==> config.mk <==
export PLATFORM = sky130hd
export DESIGN_NAME = dfd_trace_collector_flat
export DESIGN_NICKNAME = d
export VERILOG_FILES = /design/src/rtl/dfd_trace_collector_if.sv /design/src/rtl/dfd_trace_collector.sv /design/src/flat_wrapper.sv
export SDC_FILE = /design/constraint.sdc
export NUM_CORES = 1
export LEC_CHECK = 0
export BUFFER_PORTS_ARGS = -buffer_cell sky130_fd_sc_hd__buf_4
export CAP_MARGIN = 20
export CORE_MARGIN = 4
export CORE_UTILIZATION = 55
export CTS_BUF_LIST = sky130_fd_sc_hd__clkbuf_16
export DETAILED_ROUTE_END_ITERATION = 8
export GPL_ROUTABILITY_DRIVEN = 0
export PLACE_DENSITY_LB_ADDON = 0.1
export SYNTH_ARGS = -nofsm -noshare
export SYNTH_HDL_FRONTEND = slang
export SYNTH_SLANG_ARGS = --single-unit
==> constraint.sdc <==
create_clock -name clk -period 5.1 [get_ports clk]
set_input_delay 1.02 -clock clk [delete_from_list [all_inputs] [get_ports clk]]
set_output_delay 1.02 -clock clk [all_outputs]
set_load 0.02 [all_outputs]
==> src/rtl/dfd_trace_collector_if.sv <==
// Trace output stream of the DfD collector: FIFO head word and source id, with a valid/ready handshake.
interface dfd_trace_collector_if #(
    parameter int TRACEw = 32,
    parameter int SRCw   = 2
) ();
    logic              trace_out_valid;
    logic              trace_out_ready;
    logic [TRACEw-1:0] trace_out;
    logic [SRCw-1:0]   trace_src;

    modport master (output trace_out_valid, output trace_out, output trace_src, input trace_out_ready);
    modport slave  (input trace_out_valid, input trace_out, input trace_src, output trace_out_ready);
endinterface

==> src/rtl/dfd_trace_collector.sv <==
// DfD trace aggregator: arbitrates SRC_NUM trigger/trace sources into a tagged FIFO,
// gated by an arm/capture/freeze window, and counts trace words that were lost.
module dfd_trace_collector #(
    parameter int    SRC_NUM   = 3,
    parameter int    TRACEw    = 32,
    parameter int    DEPTH     = 16,
    parameter string ARB_MODE  = "PRIORITY",
    parameter int    POST_TRIG = 8
) (
    input  logic                      clk,
    input  logic                      reset,
    input  logic                      arm,
    input  logic [SRC_NUM-1:0]        trigger_in,
    input  logic [SRC_NUM*TRACEw-1:0] trace_in,
    dfd_trace_collector_if.master     out_if,
    output logic [1:0]                fsm_state,
    output logic [15:0]               drop_cnt,
    output logic                      trigger_any
);
    localparam int SRCw = (SRC_NUM > 2) ? $clog2(SRC_NUM) : 1;
    localparam int AW   = (DEPTH > 2) ? $clog2(DEPTH) : 1;
    localparam bit RRA  = (ARB_MODE == "RRA");

    localparam logic [1:0] IDLE    = 2'd0;
    localparam logic [1:0] ARMED   = 2'd1;
    localparam logic [1:0] CAPTURE = 2'd2;
    localparam logic [1:0] FROZEN  = 2'd3;

    logic [1:0]             state;
    logic [15:0]            cap_cnt;
    logic [SRCw-1:0]        rr_ptr;
    logic [SRCw+TRACEw-1:0] mem [DEPTH];
    logic [AW-1:0]          wr_ptr, rd_ptr;
    logic [AW:0]            count;

    logic                   capturing, full, valid, pop, wr_en;
    logic [SRCw-1:0]        grant;
    logic [16:0]            drop_sum;
    logic [15:0]            cap_next;
    int unsigned            n_trig;

    assign capturing = (state == ARMED) || (state == CAPTURE);
    assign full      = (count == (AW+1)'(DEPTH));
    assign valid     = (count != '0);
    assign pop       = valid && out_if.trace_out_ready;
    assign wr_en     = !arm && capturing && (|trigger_in) && (!full || pop);
    assign cap_next  = cap_cnt + 16'd1;

    // RRA searches from rr_ptr with wrap; PRIORITY is the same search anchored at 0.
    always_comb begin
        int unsigned idx;
        logic        found;
        grant  = '0;
        found  = 1'b0;
        n_trig = 0;
        for (int unsigned k = 0; k < SRC_NUM; k++) begin
            idx = RRA ? int'(rr_ptr) + k : k;
            if (idx >= SRC_NUM) idx = idx - SRC_NUM;
            if (!found && trigger_in[idx]) begin
                grant = SRCw'(idx);
                found = 1'b1;
            end
            if (trigger_in[k]) n_trig = n_trig + 1;
        end
        drop_sum = {1'b0, drop_cnt} + 17'(n_trig) - 17'(wr_en);
    end

    always_ff @(posedge clk) begin
        if (reset) begin
            state       <= IDLE;
            cap_cnt     <= '0;
            rr_ptr      <= '0;
            wr_ptr      <= '0;
            rd_ptr      <= '0;
            count       <= '0;
            drop_cnt    <= '0;
            trigger_any <= 1'b0;
        end else begin
            trigger_any <= |trigger_in;
            if (arm) begin
                state   <= ARMED;
                cap_cnt <= '0;
            end else if (wr_en) begin
                if (POST_TRIG != 0) cap_cnt <= cap_next;
                state <= (POST_TRIG != 0 && cap_next == 16'(POST_TRIG)) ? FROZEN : CAPTURE;
            end
            if (wr_en && RRA)
                rr_ptr <= (int'(grant) == SRC_NUM - 1) ? '0 : grant + 1'b1;
            if (!arm && capturing)
                drop_cnt <= drop_sum[16] ? 16'hFFFF : drop_sum[15:0];
            if (wr_en) wr_ptr <= wr_ptr + 1'b1;
            if (pop)   rd_ptr <= rd_ptr + 1'b1;
            if (wr_en && !pop)      count <= count + 1'b1;
            else if (!wr_en && pop) count <= count - 1'b1;
        end
    end

    always_ff @(posedge clk) begin
        if (wr_en) mem[wr_ptr] <= {grant, trace_in[int'(grant)*TRACEw +: TRACEw]};
    end

    assign fsm_state              = state;
    assign out_if.trace_out_valid = valid;
    assign out_if.trace_out       = valid ? mem[rd_ptr][TRACEw-1:0] : '0;
    assign out_if.trace_src       = valid ? mem[rd_ptr][SRCw+TRACEw-1:TRACEw] : '0;
endmodule

==> src/flat_wrapper.sv <==
// flat-port wrapper written by rule: the top's interface ports become plain ports
module dfd_trace_collector_flat 
#(
    parameter int    SRC_NUM   = 3,
    parameter int    TRACEw    = 32,
    parameter int    DEPTH     = 16,
    parameter string ARB_MODE  = "        ",
    parameter int    POST_TRIG = 8
)
  (clk, reset, arm, trigger_in, trace_in, fsm_state, drop_cnt, trigger_any, out_if_trace_out_valid, out_if_trace_out, out_if_trace_src, out_if_trace_out_ready);
  dfd_trace_collector_if #(.TRACEw(TRACEw), .SRCw(2)) out_if_i ();
  input  logic clk;
  input  logic reset;
  input  logic arm;
  input  logic [SRC_NUM-1:0] trigger_in;
  input  logic [SRC_NUM*TRACEw-1:0] trace_in;
  output logic [1:0] fsm_state;
  output logic [15:0] drop_cnt;
  output logic trigger_any;
  output wire logic [$bits(out_if_i.trace_out_valid)-1:0] out_if_trace_out_valid;
  output wire logic [$bits(out_if_i.trace_out)-1:0] out_if_trace_out;
  output wire logic [$bits(out_if_i.trace_src)-1:0] out_if_trace_src;
  input wire logic [$bits(out_if_i.trace_out_ready)-1:0] out_if_trace_out_ready;
  assign out_if_trace_out_valid = out_if_i.trace_out_valid;
  assign out_if_trace_out = out_if_i.trace_out;
  assign out_if_trace_src = out_if_i.trace_src;
  assign out_if_i.trace_out_ready = out_if_trace_out_ready;
  dfd_trace_collector #(.SRC_NUM(SRC_NUM), .TRACEw(TRACEw), .DEPTH(DEPTH), .ARB_MODE(ARB_MODE), .POST_TRIG(POST_TRIG)) u_core (.clk(clk), .reset(reset), .arm(arm), .trigger_in(trigger_in), .trace_in(trace_in), .out_if(out_if_i), .fsm_state(fsm_state), .drop_cnt(drop_cnt), .trigger_any(trigger_any));
endmodule
==> summary.txt, run 1 <==
Drt
  – Drt first pass iters: 5
  – Antenna Nets Post-Route: 0
  – DR vias: 12,850
  – Residual DRC count: 0
  – Final WL: 54,400 microns
  – Iteration-0 DRC Markers: 1,259
  – Routed wire per std cell: 25.22 microns
  – Number of vias per cell: 5.958

STA
  – Final Hold Vio Count: 0
  – Clock Skew: 17.40 ps
  – Hold WS: 503.3 ps
  – RSZ-0062 raised after global routing: false
  – Worst Max-Slew Pin Slew: 1068 ps
  – Fmax: 238.2 MHz
  – Setup violations, final: 0
  – Clock period minus worst slack: 4198 ps
  – Final period util: 82.31%
  – Rel. slew slack: 28.83%
  – Setup TNS: 0 ps
  – Slew Viols, Final: 0
  – Final worst slack: 902.3 ps

Clocking
  – Hold-fix buffers at CTS: 0
  – CTS HTree Levels: 2
  – CTS max path bufs: 3
  – PostCTS Resize Cnt: 0
  – Worst skew pair latency: 620 ps
  – Clk root buf: clkbuf_16
  – Post-CTS setup buffer count: 0
  – Clk sink count: 596
  – CTS tree: built
  – Worst-path clk slew: 60 ps
  – Clock buffer count from CTS: 58

Finish
  – Most frequent cells in the layout: edfxtp_1 (544), buf_4 (216), mux4_2 (170)
  – Nets: 1,658
  – Fillers: 3,116
  – Commonest non-fill, non-tap cell in the layout: edfxtp_1
  – Layout cell share with drive strength beyond 1: 32.14%
  – Area grow syn2layout: 16.75%
  – Ant. Diodes: 0

Floorplanning
  – Row cnt: 77
  – Die ar.: 0.04808 sq mm
  – Core ar.: 0.04412 sq mm
  – Die H: 219.3 microns
  – I/O pin cnt: 157
  – Chip Width: 219.3 microns
  – Initial Utilization: 55.64%

Synth
  – Yosys Warn Count: 0
  – Top-area cell type share of the netlist area: 66.54%
  – Area contributors post-synth: edfxtp_1 (67%), mux4_2 (16%), dfxtp_1 (4.2%), ha_1 (1.7%), mux2i_1 (1.4%)
  – Post-Synthesis Cells: 1,302
  – Seq/Total Area, Yosys: 70.78%
  – Syn nets: 1,440
  – Post-synthesis register bit count: 596
  – Unique masters post-synth: 48
  – Area leader, netlist: edfxtp_1
  – Synth Flop Type: edfxtp_1
  – Post-synth EDFFs: 544
  – Synthesized area per cell: 18.86 sq um
  – Cell Area, Synth: 0.02455 sq mm
  – Ys async rst share: 0%

Worst setup path
  – Worst EP arrival: 3180 ps
  – Worst-path maximum fanout: 25
  – Worst EP required: 4080 ps
  – Startpoint types: register
  – Crit Path Class: reg2out
  – Critical Path Sink Type: output pin

Worst hold path
  – Hold/Removal Path Class: reg2reg

Status
  – Status: completed

Global route
  – GRT Util Overall: 22.94%
  – First-pass GRT wire length: 81,690 microns
  – Largest net degree at the start of global routing: 57
  – Vias in the first global route: 13,220
  – Initial antenna violation count: 0
  – Total gr overflow: 0

Pwr
  – Max VDD drop: 0.3386 mV
  – Power Dens Cells: 436.2 mW/mm^2
  – Leak pwr: 9.447 nW

Placed design
  – Hpwl dp: 29,840 microns
  – Worst slack, placed: 327.2 ps
  – I/O Buffers: 156

Run
  – Max-cap violations: 0
## cells by family after synthesis
family	after synthesis	share of synthesized area (%)
fa+ha+maj	35	1.845
xor+xnor	46	1.641
compound gates	104	2.569
mux	205	17.02
simple gates	214	4.291
buf+inv	102	1.855
flops	596	70.78
## where the power goes
| part | total (mW) | switching (mW) | internal (mW) |
|---|---|---|---|
| sequential | 5.58 | 0.122 | 5.46 |
| clock | 3.96 | 1.77 | 2.19 |
| combinational | 2.97 | 1.49 | 1.48 |
## cell type report
class | instances | area [sq um] | share of cell area, %
clock buffers | 59 | 1476 | 5.151
clock inverters | 46 | 272.8 | 0.9516
inverters | 34 | 127.6 | 0.4453
multi-input cells | 604 | 6837 | 23.85
flip-flops and latches | 596 | 17390 | 60.66
well taps | 592 | 740.7 | 2.584
repair buffers | 226 | 1822 | 6.356
## cell usage after synthesis, types with 2 or more instances
cell      instances
a21oi_1          22
clkbuf_1         37
buf_6             6
and3_1            3
edfxtp_1        544
nand3_1          39
nor2_1           70
dfxtp_1          52
nand2b_1          4
xor2_1           29
a21o_1            5
or3_1             3
o21ai_0          38
buf_2            22
nand2_1          29
o21a_1            2
o211ai_1          4
nor3_1           12
a31oi_1           7
nand4_1           7
a211oi_1         17
mux2i_1          35
or2_2             2
xnor2_1          17
ha_1             33
fa_1              2
buf_1             3
mux4_2          170
inv_1            33
and2_1           37
## final timing paths
path	endpoint	start	depth (start not counted)	slack, ps
worst max-delay path	out_if_trace_out[30]	register	5	900
worst min-delay path	register	u_core.rd_ptr[3]	2	500
worst max register to register	u_core.drop_cnt[6]	u_core.count[0]	16	1050
worst min register to register	register	u_core.rd_ptr[3]	2	500
## metrics by stage
step,util (%),area [sq um],instances,power (mW)
after global placement,60.99,26910,2052,8.657
after detailed placement,60.99,26910,2052,8.697
final,64.96,28660,2157,12.50
after floorplan,-,24550,1302,7.722
after CTS,64.96,28660,2157,12.64
after global routing,64.96,28660,2157,13.05
## critical path, cell delays in order (launching register included)
cell     delay (ps)
dfxtp_4         710
buf_4           440
mux4_2          570
mux4_2          470
and2_1          200
buf_4           160
## registers in the layout, indices dropped and copies added, names as in the netlist, named ones only
register            flops
u_core.cap_cnt         16
u_core.wr_ptr           4
u_core.rd_ptr           4
u_core.fsm_state        2
u_core.mem            544
u_core.trigger_any      1
u_core.count            5
u_core.drop_cnt        16
## metal layers
layer	track usage [%]	vias up	part of all wire, %
li1	-	5679	-
met1	33.09	6788	42
met2	38.19	329	51
met3	3.752	55	5.5
met4	4.024	0	1.2
met5	0	-	0
Note: power is estimated with default switching activity, not from simulation.
==> run 2, diff against run 1 <==
CORE_UTILIZATION = 60   (was 55)
clock period = 4.25 ns   (was 5.1 ns; I/O delays follow)
==> summary.txt, run 2 (synthesis gave the netlist of run 1 again) <==
Global route
  – Initial antenna violation count: 0 (unchanged)
  – First-pass GRT wire length: 82,170 microns (+0.58%)
  – GRT Util Overall: 24.84% (+1.9 points)
  – Vias in the first global route: 13,520 (+2.3%)
  – Largest net degree at the start of global routing: 61 (+7.0%)
  – Total gr overflow: 0 (unchanged)

STA
  – Slew Viols, Final: 0 (unchanged)
  – Rel. slew slack: 43.51% (+15 points)
  – Final period util: 90.45%
  – Fmax: 260.1 MHz
  – Clock period minus worst slack: 3844 ps
  – Worst Max-Slew Pin Slew: 847.4 ps (-220.3 ps)
  – Setup violations, final: 0 (unchanged)
  – RSZ-0062 raised after global routing: false
  – Hold WS: 496.7 ps (-6.680 ps)
  – Final Hold Vio Count: 0 (unchanged)
  – Clock Skew: 12.35 ps (-5.055 ps)

Drt
  – Routed wire per std cell: 25.89 microns (+2.7%)
  – Drt first pass iters: 5 (unchanged)
  – Iteration-0 DRC Markers: 1,186 (-5.8%)
  – DR vias: 12,970 (+0.96%)
  – Residual DRC count: 0 (unchanged)
  – Antenna Nets Post-Route: 0 (unchanged)
  – Final WL: 54,220 microns (-0.32%)
  – Number of vias per cell: 6.196 (+4.0%)

Worst setup path
  – Worst-path maximum fanout: 4 (-84%)
  – Crit Path Class: reg2reg
  – R2R Setup Slk: 410 ps (-640 ps)
  – Worst EP required: 4760 ps (+680 ps)
  – Worst EP arrival: 4350 ps (+1170 ps)
  – Startpoint types: register
  – Critical Path Sink Type: register

Finish
  – Nets: 1,663 (+0.30%)
  – Commonest non-fill, non-tap cell in the layout: edfxtp_1
  – Layout cell share with drive strength beyond 1: 32.76% (+0.62 points)
  – Post-Layout Cell Count: 2,094 (-2.9%)
  – Ant. Diodes: 0 (unchanged)
  – Area grow syn2layout: 17.50%
  – Largest regs: u_core.mem: 544 flops, u_core.cap_cnt: 16 flops, u_core.drop_cnt: 16 flops
  – Most frequent cells in the layout: edfxtp_1 (544), buf_4 (215), mux4_2 (170)
  – Max reg flops: 544 (unchanged)
  – Largest register by flop count: u_core.mem

Clocking
  – CTS HTree Levels: 2 (unchanged)
  – Worst skew pair latency: 600 ps (-20 ps)
  – PostCTS Resize Cnt: 0 (unchanged)
  – CTS tree: built
  – Clk root buf: clkbuf_16
  – Clk sink count: 596 (unchanged)
  – Clock buffer count from CTS: 57 (-1.7%)
  – Worst-path clk slew: 60 ps (about the same)
  – Post-CTS setup buffer count: 0 (unchanged)
  – Hold-fix buffers at CTS: 0 (unchanged)
  – CTS max path bufs: 3 (unchanged)

Placed design
  – Hpwl dp: 29,290 microns (-1.8%)
  – Placed cells: 1,990 (-3.0%)
  – I/O Buffers: 156 (unchanged)

Pwr
  – Sw frac: 26.45% (-0.57 points)
  – Tot Pwr: 15.37 mW (+23%)
  – Max VDD drop: 0.3917 mV (+16%)
  – Clock share of power: 33.0% (+1.4 points)
  – Psw: 4.065 mW (+20%)
  – Logic pwr share: 23.6% (about the same)
  – Sequential power share: 43.4% (-1.2 points)
  – Internal: 11.30 mW (+24%)
  – Power Dens Cells: 532.7 mW/mm^2 (+22%)
  – Leak pwr: 9.561 nW (+1.2%)

Floorplanning
  – Row cnt: 73 (-5.2%)
  – Core ar.: 0.04010 sq mm (-9.1%)
  – Die H: 210.3 microns (-4.1%)
  – Initial Utilization: 61.23% (+5.6 points)
  – Chip Width: 210.3 microns (-4.1%)
  – Die ar.: 0.04422 sq mm (-8.0%)
  – I/O pin cnt: 157 (unchanged)

Run
  – Max-cap violations: 0 (unchanged)

Status
  – Status: completed

Worst hold path
  – Hold/Removal Path Class: reg2reg
[run 2: critical path: stages (launching register included)]
cell and delay (ps):
dfxtp_1 360, nor4_1 540, a31oi_1 200, nand2_2 120
inv_2 40, ha_1 260, inv_1 50, ha_1 140
inv_1 60, fa_1 460, nand2b_1 170, a21oi_2 190
a41oi_1 180, buf_4 180, or2_2 300, o21bai_1 190
xnor2_1 90, a211oi_1 220
[run 2: area by class of cell]
class / instances / area [sq um]
Timing Repair Buffer: 232 / 1939
Clock buffer: 60 / 1501
Clock inverter: 43 / 371.6
Tap cell: 525 / 656.9
Fill cell: 2456 / 11250
Sequential cell: 596 / 17390
Multi-Input combinational cell: 604 / 6864
Inverter: 34 / 127.6
[run 2: stage by stage]
step / util [%] / worst slack, ps / cell area (sq um) / setup TNS (ps)
final: 71.94 / 405.7 / 28850 / 0
after floorplan: - / 23.79 / 24580 / 0
after CTS: 71.89 / 261.2 / 28830 / 0
after detailed placement: 67.22 / -176.7 / 26950 / -2365
after global placement: 67.21 / -42.61 / 26950 / -625.6
after global routing: 71.94 / 62.63 / 28850 / 0
[run 2: path summary, 6_finish.rpt]
| check | endpoint | start | cells after the start |
|---|---|---|---|
| min | register | u_core.rd_ptr[3] | 2 |
| max | u_core.drop_cnt[12] | u_core.count[0] | 17 |
| max reg2reg | u_core.drop_cnt[12] | u_core.count[0] | 17 |
| min reg2reg | register | u_core.rd_ptr[3] | 2 |
[run 2: power groups by stage]
stage	sequential [mW]	clock (mW)	combinational (mW)
3_5_place_dp	6.79	0	3.65
6_report	6.67	5.07	3.63
3_3_place_gp	6.79	0	3.60
2_1_floorplan	6.74	0	2.53
5_1_grt	6.68	5.41	3.90
4_1_cts	6.67	5.14	3.68
[run 2: routing by layer]
metal / vias up / track usage, % / routed length (microns) / share of wire (%)
li1: 5674 / - / - / -
met1: 6739 / 35.05 / 21780 / 40
met2: 487 / 41.82 / 27930 / 52
met3: 74 / 4.063 / 3475 / 6.4
met4: 0 / 5.873 / 1039 / 1.9
met5: - / 0 / 0 / 0
==> run 3, diff against run 2 <==
ABC_AREA = 1   (was default)
CORE_UTILIZATION = 61   (was 60)
==> summary.txt, run 3 <==
Status
  – Status: completed

Finish
  – Layout cell share with drive strength beyond 1: 14.69% (-18 points)
  – Area grow syn2layout: 15.91%
  – Nets: 2,471 (+49%)
  – Fin util: 71.62% (-0.33 points)
  – Fillers: 2,802 (+14%)
  – Post-Layout Cell Count: 2,915 (+39%)
  – Max reg flops: 544 (unchanged)
  – Multi-input gate area: 0.007013 sq mm (+2.2%)
  – Final instance area: 0.02931 sq mm (+1.6%)
  – Largest regs: u_core.mem: 544 flops, u_core.cap_cnt: 16 flops, u_core.drop_cnt: 16 flops
  – Seq. cell area: 0.01739 sq mm (about the same)
  – Most frequent cells in the layout: edfxtp_1 (544), nor2_1 (412), o21ai_0 (348)
  – Largest register by flop count: u_core.mem
  – Commonest non-fill, non-tap cell in the layout: edfxtp_1

Run
  – Max-cap violations: 0 (unchanged)

Floorplanning
  – Initial Utilization: 61.79% (+0.56 points)
  – Row cnt: 74 (+1.4%)
  – Chip Width: 211.6 microns (+0.63%)
  – Die ar.: 0.04477 sq mm (+1.3%)
  – Core ar.: 0.04092 sq mm (+2.1%)
  – I/O pin cnt: 157 (unchanged)
  – Die H: 211.6 microns (+0.63%)

Worst setup path
  – Critical Path Sink Type: output pin
  – Worst-path maximum fanout: 72 (+68)
  – Critical path depth in cells: 9 (-8)
  – Worst EP required: 3400 ps (-1360 ps)
  – CP peak stage delay: 640 ps (+100 ps)
  – Crit path buf inv count: 3 (-1)
  – Worst reg2reg path depth: 19 (+2)
  – Startpoint types: register
  – Crit Path Class: reg2out
  – Delay-heaviest family, CP: buffers and inverters
  – Worst path slowest cell: buf_4
  – Worst EP arrival: 3190 ps (-1160 ps)
  – Worst path cell trace: clkinv_2 -> buf_4 -> o21ai_0 -> o22ai_1 -> nor2_1 -> nor2_1 -> o21ai_0 -> a21oi_1 -> buf_4

Global route
  – Largest net degree at the start of global routing: 209 (+240%)
  – First-pass GRT wire length: 98,210 microns (+20%)
  – GRT Util Overall: 28.46% (+3.6 points)
  – Total gr overflow: 0 (unchanged)
  – Initial antenna violation count: 0 (unchanged)
  – Vias in the first global route: 17,370 (+29%)

Drt
  – Residual DRC count: 0 (unchanged)
  – Antenna Nets Post-Route: 0 (unchanged)
  – Routed wire per std cell: 22.45 microns (-13%)
  – DR vias: 18,110 (+40%)
  – Drt first pass iters: 6 (+1)
  – Final WL: 65,450 microns (+21%)
  – Number of vias per cell: 6.211 (+0.25%)
  – Iteration-0 DRC Markers: 1,987 (+68%)

Synth
  – Top-area cell type share of the netlist area: 64.60% (-1.9 points)
  – Cell Area, Synth: 0.02529 sq mm (+3.0%)
  – Area contributors post-synth: edfxtp_1 (65%), o21ai_0 (7.0%), nor2_1 (6.4%), dfxtp_1 (4.1%), o221ai_1 (3.4%)
  – Synth top cells by count: edfxtp_1 (544), nor2_1 (428), o21ai_0 (352)
  – Syn nets: 2,319 (+61%)
  – Synthesized area per cell: 11.59 sq um (-39%)
  – Synth Flop Type: edfxtp_1
  – Seq/Total Area, Yosys: 68.72% (-2.1 points)
  – Post-synth EDFFs: 544 (unchanged)
  – Yosys Warn Count: 0 (unchanged)
  – Post-Synthesis Cells: 2,181 (+68%)
  – Top-count cell post-synth: edfxtp_1
  – Post-synthesis register bit count: 596 (unchanged)
  – Ys async rst share: 0% (unchanged)
  – Unique masters post-synth: 35 (-27%)
  – Area leader, netlist: edfxtp_1

Clocking
  – Clock buffer count from CTS: 59 (+3.5%)
  – Worst-path clk slew: 60 ps (about the same)
  – Worst skew pair latency: 620 ps (+20 ps)
  – Clk sink count: 596 (unchanged)
  – CTS max path bufs: 3 (unchanged)
  – Hold-fix buffers at CTS: 0 (unchanged)
  – CTS HTree Levels: 2 (unchanged)
  – CTS tree: built
  – PostCTS Resize Cnt: 0 (unchanged)
  – Post-CTS setup buffer count: 0 (unchanged)
  – Clk root buf: clkbuf_16

Pwr
  – Leak pwr: 10.32 nW (+7.9%)
  – Max VDD drop: 0.5717 mV (+46%)
  – Tot Pwr: 16.44 mW (+7.0%)
  – Power Dens Cells: 560.9 mW/mm^2 (+5.3%)

STA
  – RSZ-0062 raised after global routing: false
  – Clock Skew: 27.03 ps (+14.68 ps)
  – Slew Viols, Final: 0 (unchanged)
  – Rel. slew slack: 25.51% (-18 points)
  – Final Hold Vio Count: 0 (unchanged)
  – Setup TNS: 0 ps (unchanged)
  – Final worst slack: 212.5 ps (-193.2 ps)
  – Fmax: 247.7 MHz (-4.8%)
  – Clock period minus worst slack: 4038 ps (+193.2 ps)
  – Worst Max-Slew Pin Slew: 1116 ps (+268.4 ps)
  – Final period util: 95.00% (+4.5 points)
  – Hold WS: 503.5 ps (+6.846 ps)
  – Setup violations, final: 0 (unchanged)

Worst hold path
  – Hold path cells: 2 (unchanged)
  – Hold/Removal Path Class: reg2reg

Placed design
  – Worst slack, placed: 187.8 ps (+364.6 ps)
  – Post-place instance area: 0.02730 sq mm (+1.3%)
  – Hpwl dp: 34,930 microns (+19%)
  – I/O Buffers: 156 (unchanged)
  – Placed cells: 2,802 (+41%)
run 3: path summary, 6_finish.rpt:
kind / from / endpoint / slack (ps)
worst max-delay path: register / out_if_trace_out[2] / 210
worst min-delay path: u_core.rd_ptr[2] / register / 500
worst max register to register: u_core.fsm_state[1] / u_core.drop_cnt[2] / 1170
worst min register to register: u_core.rd_ptr[2] / register / 500
run 3: final cells by class:
| type | count | share of cell area (%) |
|---|---|---|
| tap | 532 | 2.271 |
| inverter | 96 | 1.251 |
| antenna | 1 | 0.008538 |
| clock buffer | 60 | 5.123 |
| timing repair buffer | 231 | 6.540 |
| multi-input combinational | 1349 | 23.93 |
| clock inverter | 50 | 1.562 |
| sequential | 596 | 59.32 |
run 3: layer usage:
layer  global-route usage (%)  vias to the layer above  share of wire [%]
li1                         -                     8282                  -
met3                    4.905                      139                8.9
met2                    46.64                      911                 49
met1                    39.31                     8773                 40
met5                        0                        -                  0
met4                    9.662                        0                2.7
run 3: where the power goes:
group / switching (mW) / internal [mW]
Sequential: 0.123 / 6.57
Clock: 2.17 / 3.05
Combinational: 3.01 / 1.52
Total: 5.30 / 11.1
run 3: kinds of logic after synthesis:
logic type,count (synthesis),synth area share [%]
and+or+nand+nor,675,10.80
adders and majority gates,35,1.791
DFF,596,68.72
xor gates and xnor gates,15,0.5195
buffers and inverters,236,4.028
AOI/OAI and AO/OA,624,14.14
run 3: worst reg2reg max path, delay by kind of cell (launching register included):
family          cells  cell delay [ps]
flops               1              370
fa+ha+maj           3              810
buf+inv             5              310
simple gates       10             1220
compound gates      1              250
